===== src/rtl/orb_rd_arbiter_if.sv =====
// Read port of the shared word memory: arbiter drives strobe/select/address, memory returns data.
interface orb_rd_arbiter_if;
    logic        mem_rd;
    logic [2:0]  mem_sel;
    logic [10:0] mem_addr;
    logic [11:0] mem_data;

    modport master (output mem_rd, output mem_sel, output mem_addr, input mem_data);
    modport slave  (input mem_rd, input mem_sel, input mem_addr, output mem_data);
endinterface


===== src/rtl/orb_rd_arbiter.sv =====
// Five-way read arbiter onto one shared word memory with MEM_LAT-cycle read latency.
// Fixed priority (bit0 highest) by default; define ORB_ARB_ROUND_ROBIN_EN for round-robin grants.
module orb_rd_arbiter #(
    parameter int MEM_LAT = 2
) (
    input  logic             clk,
    input  logic             reset,
    input  logic [4:0]       req_i,
    input  logic [54:0]      rd_addr_i,
    orb_rd_arbiter_if.master mem,
    output logic [59:0]      word_o,
    output logic [4:0]       vld_o,
    output logic [4:0]       ovr_o
);
    localparam logic [1:0] WAIT_INIT = (MEM_LAT > 1) ? 2'(MEM_LAT - 2) : 2'd0;

    typedef enum logic [1:0] {IDLE, ISSUE, WAIT, LOAD} state_t;

    state_t      state_reg;
    logic [1:0]  wait_cnt_reg;
    logic [4:0]  pending_reg;
    logic [11:0] word_reg [5];
    logic [4:0]  rise;
    logic [4:0]  clr;
    logic [10:0] addr_slice [5];
    logic        grant_found;
    logic [2:0]  grant_idx;
`ifdef ORB_ARB_ROUND_ROBIN_EN
    logic [2:0]  ptr_reg;
    int          cand;
`endif

    // Each request level lives on a divided clock: two sync flops, then a rising-edge detect.
    genvar gi;
    generate
        for (gi = 0; gi < 5; gi++) begin : g_req
            logic [2:0] sync_reg;
            always_ff @(posedge clk or negedge reset) begin
                if (!reset) sync_reg <= 3'd0;
                else        sync_reg <= {sync_reg[1:0], req_i[gi]};
            end
            assign rise[gi]             = sync_reg[1] & ~sync_reg[2];
            assign addr_slice[gi]       = rd_addr_i[11*gi +: 11];
            assign word_o[12*gi +: 12]  = word_reg[gi];
        end
    endgenerate

    assign clr = (state_reg == LOAD) ? (5'd1 << mem.mem_sel) : 5'd0;

    always_comb begin
        grant_found = 1'b0;
        grant_idx   = 3'd0;
`ifdef ORB_ARB_ROUND_ROBIN_EN
        cand = 0;
        for (int i = 1; i <= 5; i++) begin
            cand = (int'(ptr_reg) + i) % 5;
            if (!grant_found && pending_reg[3'(cand)]) begin
                grant_found = 1'b1;
                grant_idx   = 3'(cand);
            end
        end
`else
        for (int i = 4; i >= 0; i--) begin
            if (pending_reg[3'(i)]) begin
                grant_found = 1'b1;
                grant_idx   = 3'(i);
            end
        end
`endif
    end

    always_ff @(posedge clk or negedge reset) begin
        if (!reset) begin
            state_reg    <= IDLE;
            wait_cnt_reg <= 2'd0;
            pending_reg  <= 5'd0;
            mem.mem_rd   <= 1'b0;
            mem.mem_sel  <= 3'd0;
            mem.mem_addr <= 11'd0;
            word_reg     <= '{default: 12'd0};
            vld_o        <= 5'd0;
            ovr_o        <= 5'd0;
`ifdef ORB_ARB_ROUND_ROBIN_EN
            ptr_reg      <= 3'd4;
`endif
        end else begin
            vld_o      <= 5'd0;
            mem.mem_rd <= 1'b0;
            // A fresh edge landing on its own LOAD re-arms the request rather than overrunning.
            pending_reg <= (pending_reg & ~clr) | rise;
            ovr_o       <= ovr_o | (rise & pending_reg & ~clr);
            case (state_reg)
                IDLE: begin
                    if (grant_found) begin
                        mem.mem_sel  <= grant_idx;
                        mem.mem_addr <= addr_slice[grant_idx];
                        mem.mem_rd   <= 1'b1;
                        state_reg    <= ISSUE;
`ifdef ORB_ARB_ROUND_ROBIN_EN
                        ptr_reg      <= grant_idx;
`endif
                    end
                end
                ISSUE: begin
                    wait_cnt_reg <= WAIT_INIT;
                    state_reg    <= (MEM_LAT > 1) ? WAIT : LOAD;
                end
                WAIT: begin
                    if (wait_cnt_reg == 2'd0) state_reg <= LOAD;
                    else                      wait_cnt_reg <= wait_cnt_reg - 2'd1;
                end
                LOAD: begin
                    word_reg[mem.mem_sel] <= mem.mem_data;
                    vld_o[mem.mem_sel]    <= 1'b1;
                    state_reg             <= IDLE;
                end
                default: state_reg <= IDLE;
            endcase
        end
    end
endmodule


===== src/flat_wrapper.sv =====
// flat-port wrapper written by rule: the top's interface ports become plain ports
module orb_rd_arbiter_flat 
#(
    parameter int MEM_LAT = 2
)
  (clk, reset, req_i, rd_addr_i, word_o, vld_o, ovr_o, mem_mem_rd, mem_mem_sel, mem_mem_addr, mem_mem_data);
  orb_rd_arbiter_if mem_i ();
  input  logic clk;
  input  logic reset;
  input  logic [4:0] req_i;
  input  logic [54:0] rd_addr_i;
  output logic [59:0] word_o;
  output logic [4:0] vld_o;
  output logic [4:0] ovr_o;
  output wire logic [$bits(mem_i.mem_rd)-1:0] mem_mem_rd;
  output wire logic [$bits(mem_i.mem_sel)-1:0] mem_mem_sel;
  output wire logic [$bits(mem_i.mem_addr)-1:0] mem_mem_addr;
  input wire logic [$bits(mem_i.mem_data)-1:0] mem_mem_data;
  assign mem_mem_rd = mem_i.mem_rd;
  assign mem_mem_sel = mem_i.mem_sel;
  assign mem_mem_addr = mem_i.mem_addr;
  assign mem_i.mem_data = mem_mem_data;
  orb_rd_arbiter #(.MEM_LAT(MEM_LAT)) u_core (.clk(clk), .reset(reset), .req_i(req_i), .rd_addr_i(rd_addr_i), .mem(mem_i), .word_o(word_o), .vld_o(vld_o), .ovr_o(ovr_o));
endmodule

===== config.mk =====
export PLATFORM = sky130hd
export DESIGN_NAME = orb_rd_arbiter_flat
export DESIGN_NICKNAME = d
export VERILOG_FILES = /design/src/rtl/orb_rd_arbiter_if.sv /design/src/rtl/orb_rd_arbiter.sv /design/src/flat_wrapper.sv
export SDC_FILE = /design/constraint.sdc
export NUM_CORES = 1
export LEC_CHECK = 0
export CAP_MARGIN = 20
export CORE_MARGIN = 2
export CORE_UTILIZATION = 40
export DETAILED_ROUTE_END_ITERATION = 8
export MAX_ROUTING_LAYER = met4
export PLACE_DENSITY = 0.76
export SLEW_MARGIN = 20
export SYNTH_ARGS = -nofsm -noshare
export SYNTH_HDL_FRONTEND = slang
export SYNTH_SLANG_ARGS = --single-unit

===== constraint.sdc =====
create_clock -name clk -period 1.7 [get_ports clk]
set_input_delay 0.255 -clock clk [delete_from_list [all_inputs] [get_ports clk]]
set_output_delay 0.255 -clock clk [all_outputs]
set_load 0.03 [all_outputs]

==> results of run 1 <==
[layout make-up]
cell class | instances | area, um2 | area share [%]
sequential | 108 | 2700 | 43.2
timing repair buffer | 164 | 1780 | 28.5
multi-input combinational | 165 | 1350 | 21.6
tap | 136 | 170 | 2.72
clock buffer | 11 | 151 | 2.42
inverter | 17 | 63.8 | 1.02
clock inverter | 4 | 33.8 | 0.540
[power groups by stage]
| stage | combinational, uW | clock, uW | sequential (uW) |
|---|---|---|---|
| floorplan | 965 | 0 | 5300 |
| global placement | 4380 | 0 | 3870 |
| detailed placement | 4440 | 0 | 3930 |
| CTS | 4380 | 1540 | 3880 |
| global route | 4490 | 1650 | 3960 |
| finish | 4260 | 1480 | 3860 |
[cell usage in the layout (no fill, tap or decap), drive strengths merged, types with 12 or more instances in the layout]
| cell | count |
|---|---|
| mux2 | 49 |
| clkdlybuf4s50 | 74 |
| dfrtp | 108 |
| inv | 18 |
| nand2 | 14 |
| buf | 18 |
| o21ai | 27 |
| dlymetal6s2s | 59 |
| nor2 | 12 |
| dlygate4sd2 | 12 |
[cells by family (layout without fill, tap and decap cells)]
| group | Yosys count | count (layout) |
|---|---|---|
| AND/OR/NAND/NOR | 60 | 60 |
| other | 1 | 2 |
| multiplexers | 49 | 49 |
| adder cells (fa/ha/maj) | 5 | 5 |
| flip-flops | 108 | 108 |
| buffers and inverters | 44 | 196 |
| AO/OA/AOI/OAI | 49 | 49 |
[stage by stage]
stage	cell area (um2)	util (%)
floorplan	4260	-
global placement	5930	57.4
detailed placement	5930	57.4
CTS	6110	59.1
global route	6250	60.6
finish	6250	60.6
[routing by layer]
layer / vias up / track usage, % / wire (um)
met1: 1466 / 24.4 / 4460
li1: 1386 / - / -
met4: 0 / 6.22 / 122
met2: 116 / 29.0 / 4960
met5: - / - / 0
met3: 10 / 4.98 / 770
[worst paths after layout]
kind | start | end | slack (ps) | depth (start not counted)
min in group clk | req_i[3] | u_core.g_req[3].sync_reg[0] | 310 | 1
max in group asynchronous | reset | u_core.word_o[41] | 780 | 3
max | u_core.word_o[16] | word_o[16] | 60 | 1
min reg2reg | u_core.g_req[1].sync_reg[0] | u_core.g_req[1].sync_reg[1] | 360 | 0
max reg2reg | u_core.state_reg[0] | u_core.word_o[6] | 140 | 4
min | reset | u_core.mem.mem_addr[3] | 290 | 2
[timing repair]
action | 4_1_cts | 5_1_grt
hold buffers | 1 | 0
resized for setup | 12 | 59
endpoints found under the hold margin | 14 | 0
setup endpoints to repair | 12 | 59
pin swaps | 0 | 0
==> metrics.csv, run 1 <==
metric;value;unit
wl_per_cell;17.1;um
yosys.area.top_type_share;63.5;%
power_frac_clock;15.4;%
finalPower;9600;uW
die_h;107;um
placeableCoreArea;10300;um2
fin_skew;12.9;ps
crit_type;reg -> out;
cts_tree;built;
cellPowerDensity;1540;nW/um2
via_per_inst;4.92;
power.net_switching;3750;uW
dpl.cell_count;589;
cts_max_level;3;
ys_ff_latch;108;
crit_arrival;1390;ps
syn_area;4260;um2
fin_ws;58.6;ps
p_leak;0.00325;uW
cts_sinks;108;
die_area;11500;um2
yosys.area_share.adder;1.47;%
grt_pass1_wl;16.1;mm
port_buffers;146;
synth_common_cells;108 x dfrtp_1, 49 x mux2_2, 27 x o21ai_0;
synthMostInstantiatedCell;dfrtp_1;
cts_setup_buffers;0;
post-place-ws;148;ps
status;completed;
antennaDiodeCount;0;
synth.yosys.seq_area_share;63.5;%
syn_avg_cell_area;13.5;um2
setup_viol;0;
yosys.area_share.xor_xnor;0;%
drv_cap;0;
report.final.slew_viol_count;0;
p_int;5850;uW
insertion_delay;370;ps
hold_class;in -> async;
gp_congestion;0.802;
finalWirelength;10.3;mm
cp_top_family;buffers and inverters;
max_stage_delay;670;ps
fmaxAchievable;609;MHz
synth_edf_count;0;
num_rows;37;
synth_mux_area_share;13.0;%
grt_pass1_vias;3088;
hold-worst-slack;293;ps
die_w;107;um
pwr-share-seq;40.2;%
synth_compound_area_share;7.73;%
drt_pass1_iterations;4;
num-nets-final;544;
largest_reg_flops;60;
grt_max_degree;68;
ant_nets;0;
postSynthCellCount;316;
synth_cell_types;35;
synthSimpleGateAreaFrac;9.29;%
io_pins;159;
path_cells;clkdlybuf4s50_1;
start_util;41.2;%
cts_buffers;9;
path_buf_inv;1;
hold_viol;0;
final_layout_size_suffix_gt1_share;20.9;%
ir_drop;0.915;mV
yosys.area.top_type;dfrtp_1;
critical_path_required;1440;ps
rsz0062_at_grt;no;
period_needed;1640;ps
start_kind;flip-flop;
drc;0;
swShare;39.1;%
slowest_stage;clkdlybuf4s50_1;
vias;2978;
dpl.hpwl;7.28;mm
path_clk_slew;110;ps
period_share;96.6;%
nFillCells;829;
cp-end-kind;output port;
synth_warnings;0;
final_cell_count_no_fill;605;
cts-root-buf;clkbuf_8;
tns;0;ps
crit_fanout;2;
synth_area_leaders;dfrtp_1 63%, mux2_2 13%, o21ai_0 3.2%;
grt.total_usage;18.9;%
antenna_found_initial;0;
yosys_most_used_dff;dfrtp_1;
synth_top_family_by_area;multiplexers;
drt_first_iter_violations;123;
clock_path_buffers;2;
globalRouteOverflowTotal;0;
area_growth;46.9;%
p_comb_share;44.4;%
async_flop_share;100;%
Power figures use the tool's default switching activity.
==> run 2: changes to the inputs <==
CORE_ASPECT_RATIO = 0.7   (was default)
==> metrics.csv, run 2 (synthesis results as in run 1) <==
metric;value;unit;change
io_pins;159;;unchanged
slowest_stage;clkdlybuf4s50_1;;
layout_common_cells;134 x clkdlybuf4s50_1, 108 x dfrtp_1, 49 x mux2_2;;
start_kind;flip-flop;;
vias;2932;;-1.5%
tns;0;ps;unchanged
die_w;127;um;+19%
cts-root-buf;clkbuf_16;;
port_buffers;146;;unchanged
max-slew-margin-rel;66.5;%;
path_buf_inv;1;;unchanged
cp-end-kind;output port;;
grt_pass1_wl;16.5;mm;+2.4%
num-nets-final;542;;-0.37%
cts_max_level;3;;unchanged
gp_congestion;0.804;;+0.19%
largest_reg_flops;60;;unchanged
drt_first_iter_violations;162;;+32%
period_share;97.7;%;+1.1 points
worst_pin_slew;502;ps;
period_needed;1660;ps;+18.8 ps
nFillCells;821;;-0.97%
area_growth;46.3;%;
drv_cap;0;;unchanged
critical_path_required;1440;ps;about the same
ir_drop;1.14;mV;+24%
crit_fanout;2;;unchanged
start_util;41.1;%;-0.13 points
p_leak;0.00274;uW;-16%
insertion_delay;340;ps;-30 ps
setup_viol;0;;unchanged
hold_class;in -> reg;;
crit_type;reg -> out;;
dpl.hpwl;7.55;mm;+3.7%
crit_arrival;1410;ps;+20 ps
path_cells;clkdlybuf4s50_1;;
clock_path_buffers;2;;unchanged
status;completed;;
cts_sinks;108;;unchanged
ant_nets;0;;unchanged
placeableCoreArea;10400;um2;+0.31%
max_stage_delay;690;ps;+20 ps
rsz0062_at_grt;no;;
cts_tree;built;;
final_layout_size_suffix_gt1_share;20.6;%;-0.34 points
cellPowerDensity;1640;nW/um2;+6.8%
num_rows;31;;-16%
cp_num_cells;1;;unchanged
grt_pass1_vias;3175;;+2.8%
globalRouteOverflowTotal;0;;unchanged
drt_pass1_iterations;4;;unchanged
cp_top_family;buffers and inverters;;
fin_skew;6.66;ps;-6.26 ps
antenna_found_initial;0;;unchanged
fmaxAchievable;602;MHz;-1.1%
drc;0;;unchanged
grt_max_degree;41;;-40%
finalWirelength;10.4;mm;+0.82%
reg2reg_depth;4;;unchanged
die_area;11500;um2;+0.12%
antennaDiodeCount;0;;unchanged
hold_depth;1;;
report.final.slew_viol_count;0;;unchanged
die_h;90.3;um;-16%
via_per_inst;4.89;;-0.56%
wl_per_cell;17.4;um;+1.8%
grt.total_usage;19.2;%;+0.37 points
hold-worst-slack;345;ps;+51.3 ps
cts_buffers;9;;unchanged
layout_commonest_cell;clkdlybuf4s50_1;;
hold_viol;0;;unchanged
path_clk_slew;70;ps;-40 ps
## run 2: cell count changes in the layout (fill, tap and decap cells not counted), sizes merged
cell | previous run | this run
clkdlybuf4s50 | 74 | 134
dlymetal6s2s | 59 | 9
dlygate4sd2 | 12 | 2
buf | 18 | 16
clkbuf | 11 | 9
clkinvlp | 1 | 2
inv | 18 | 19
## run 2: area by class of cell
type | instances | area [um2] | share of cell area (%)
flip-flops and latches | 108 | 2700 | 43.4
repair buffers | 162 | 1680 | 26.9
multi-input cells | 165 | 1350 | 21.6
clock buffers | 9 | 225 | 3.62
well taps | 132 | 165 | 2.65
inverters | 17 | 63.8 | 1.02
clock inverters | 6 | 48.8 | 0.783
## run 2: per-stage QoR
step                cell area (um2)  instances  total power [uW]  utilization [%]  setup slack (ps)
finish                         6230        599             10200             60.1              39.8
global route                   6230        599             10700             60.1              1.18
CTS                            6210        599             10300             59.9              30.5
detailed placement             5920        583              8370             57.2               105
global placement               5920        583              8260             57.2               165
floorplan                      4260        317              6270                -               115
## run 2: timing repair
item | CTS | global route
hold buffers | 1 | 0
resized for setup | 2 | 9
setup buffers | 0 | 0
hold endpoints to repair | 31 | 0
pin swaps | 0 | 0
setup endpoints to repair | 2 | 9
## run 2: layer usage
metal  part of all wire (%)  routed length, um  vias to the layer above  global-route usage [%]
met3                    8.5                881                        9                    7.76
met4                    1.1                110                        0                    4.76
met5                      0                  0                        -                       -
li1                       -                  -                     1382                       -
met2                     46               4740                      106                    29.1
met1                     45               4670                     1435                    24.3
## run 2: worst paths after layout
| check | from | endpoint | slack, ps |
|---|---|---|---|
| worst max-delay path | u_core.word_o[46] | word_o[46] | 40 |
| worst min-delay path | req_i[4] | u_core.g_req[4].sync_reg[0] | 340 |
| worst max register to register | u_core.state_reg[0] | u_core.word_o[0] | 80 |
| worst min register to register | u_core.g_req[3].sync_reg[0] | u_core.g_req[3].sync_reg[1] | 350 |
| max in group asynchronous | reset | u_core.mem.mem_addr[6] | 740 |
| min in group asynchronous | reset | u_core.word_o[14] | 380 |
## run 2: where the power goes
group | switching (uW) | internal, uW | leakage (uW)
Clock | 929 | 1000 | 0.000130
Sequential | 515 | 3350 | 0.00128
Combinational | 2410 | 2010 | 0.00133
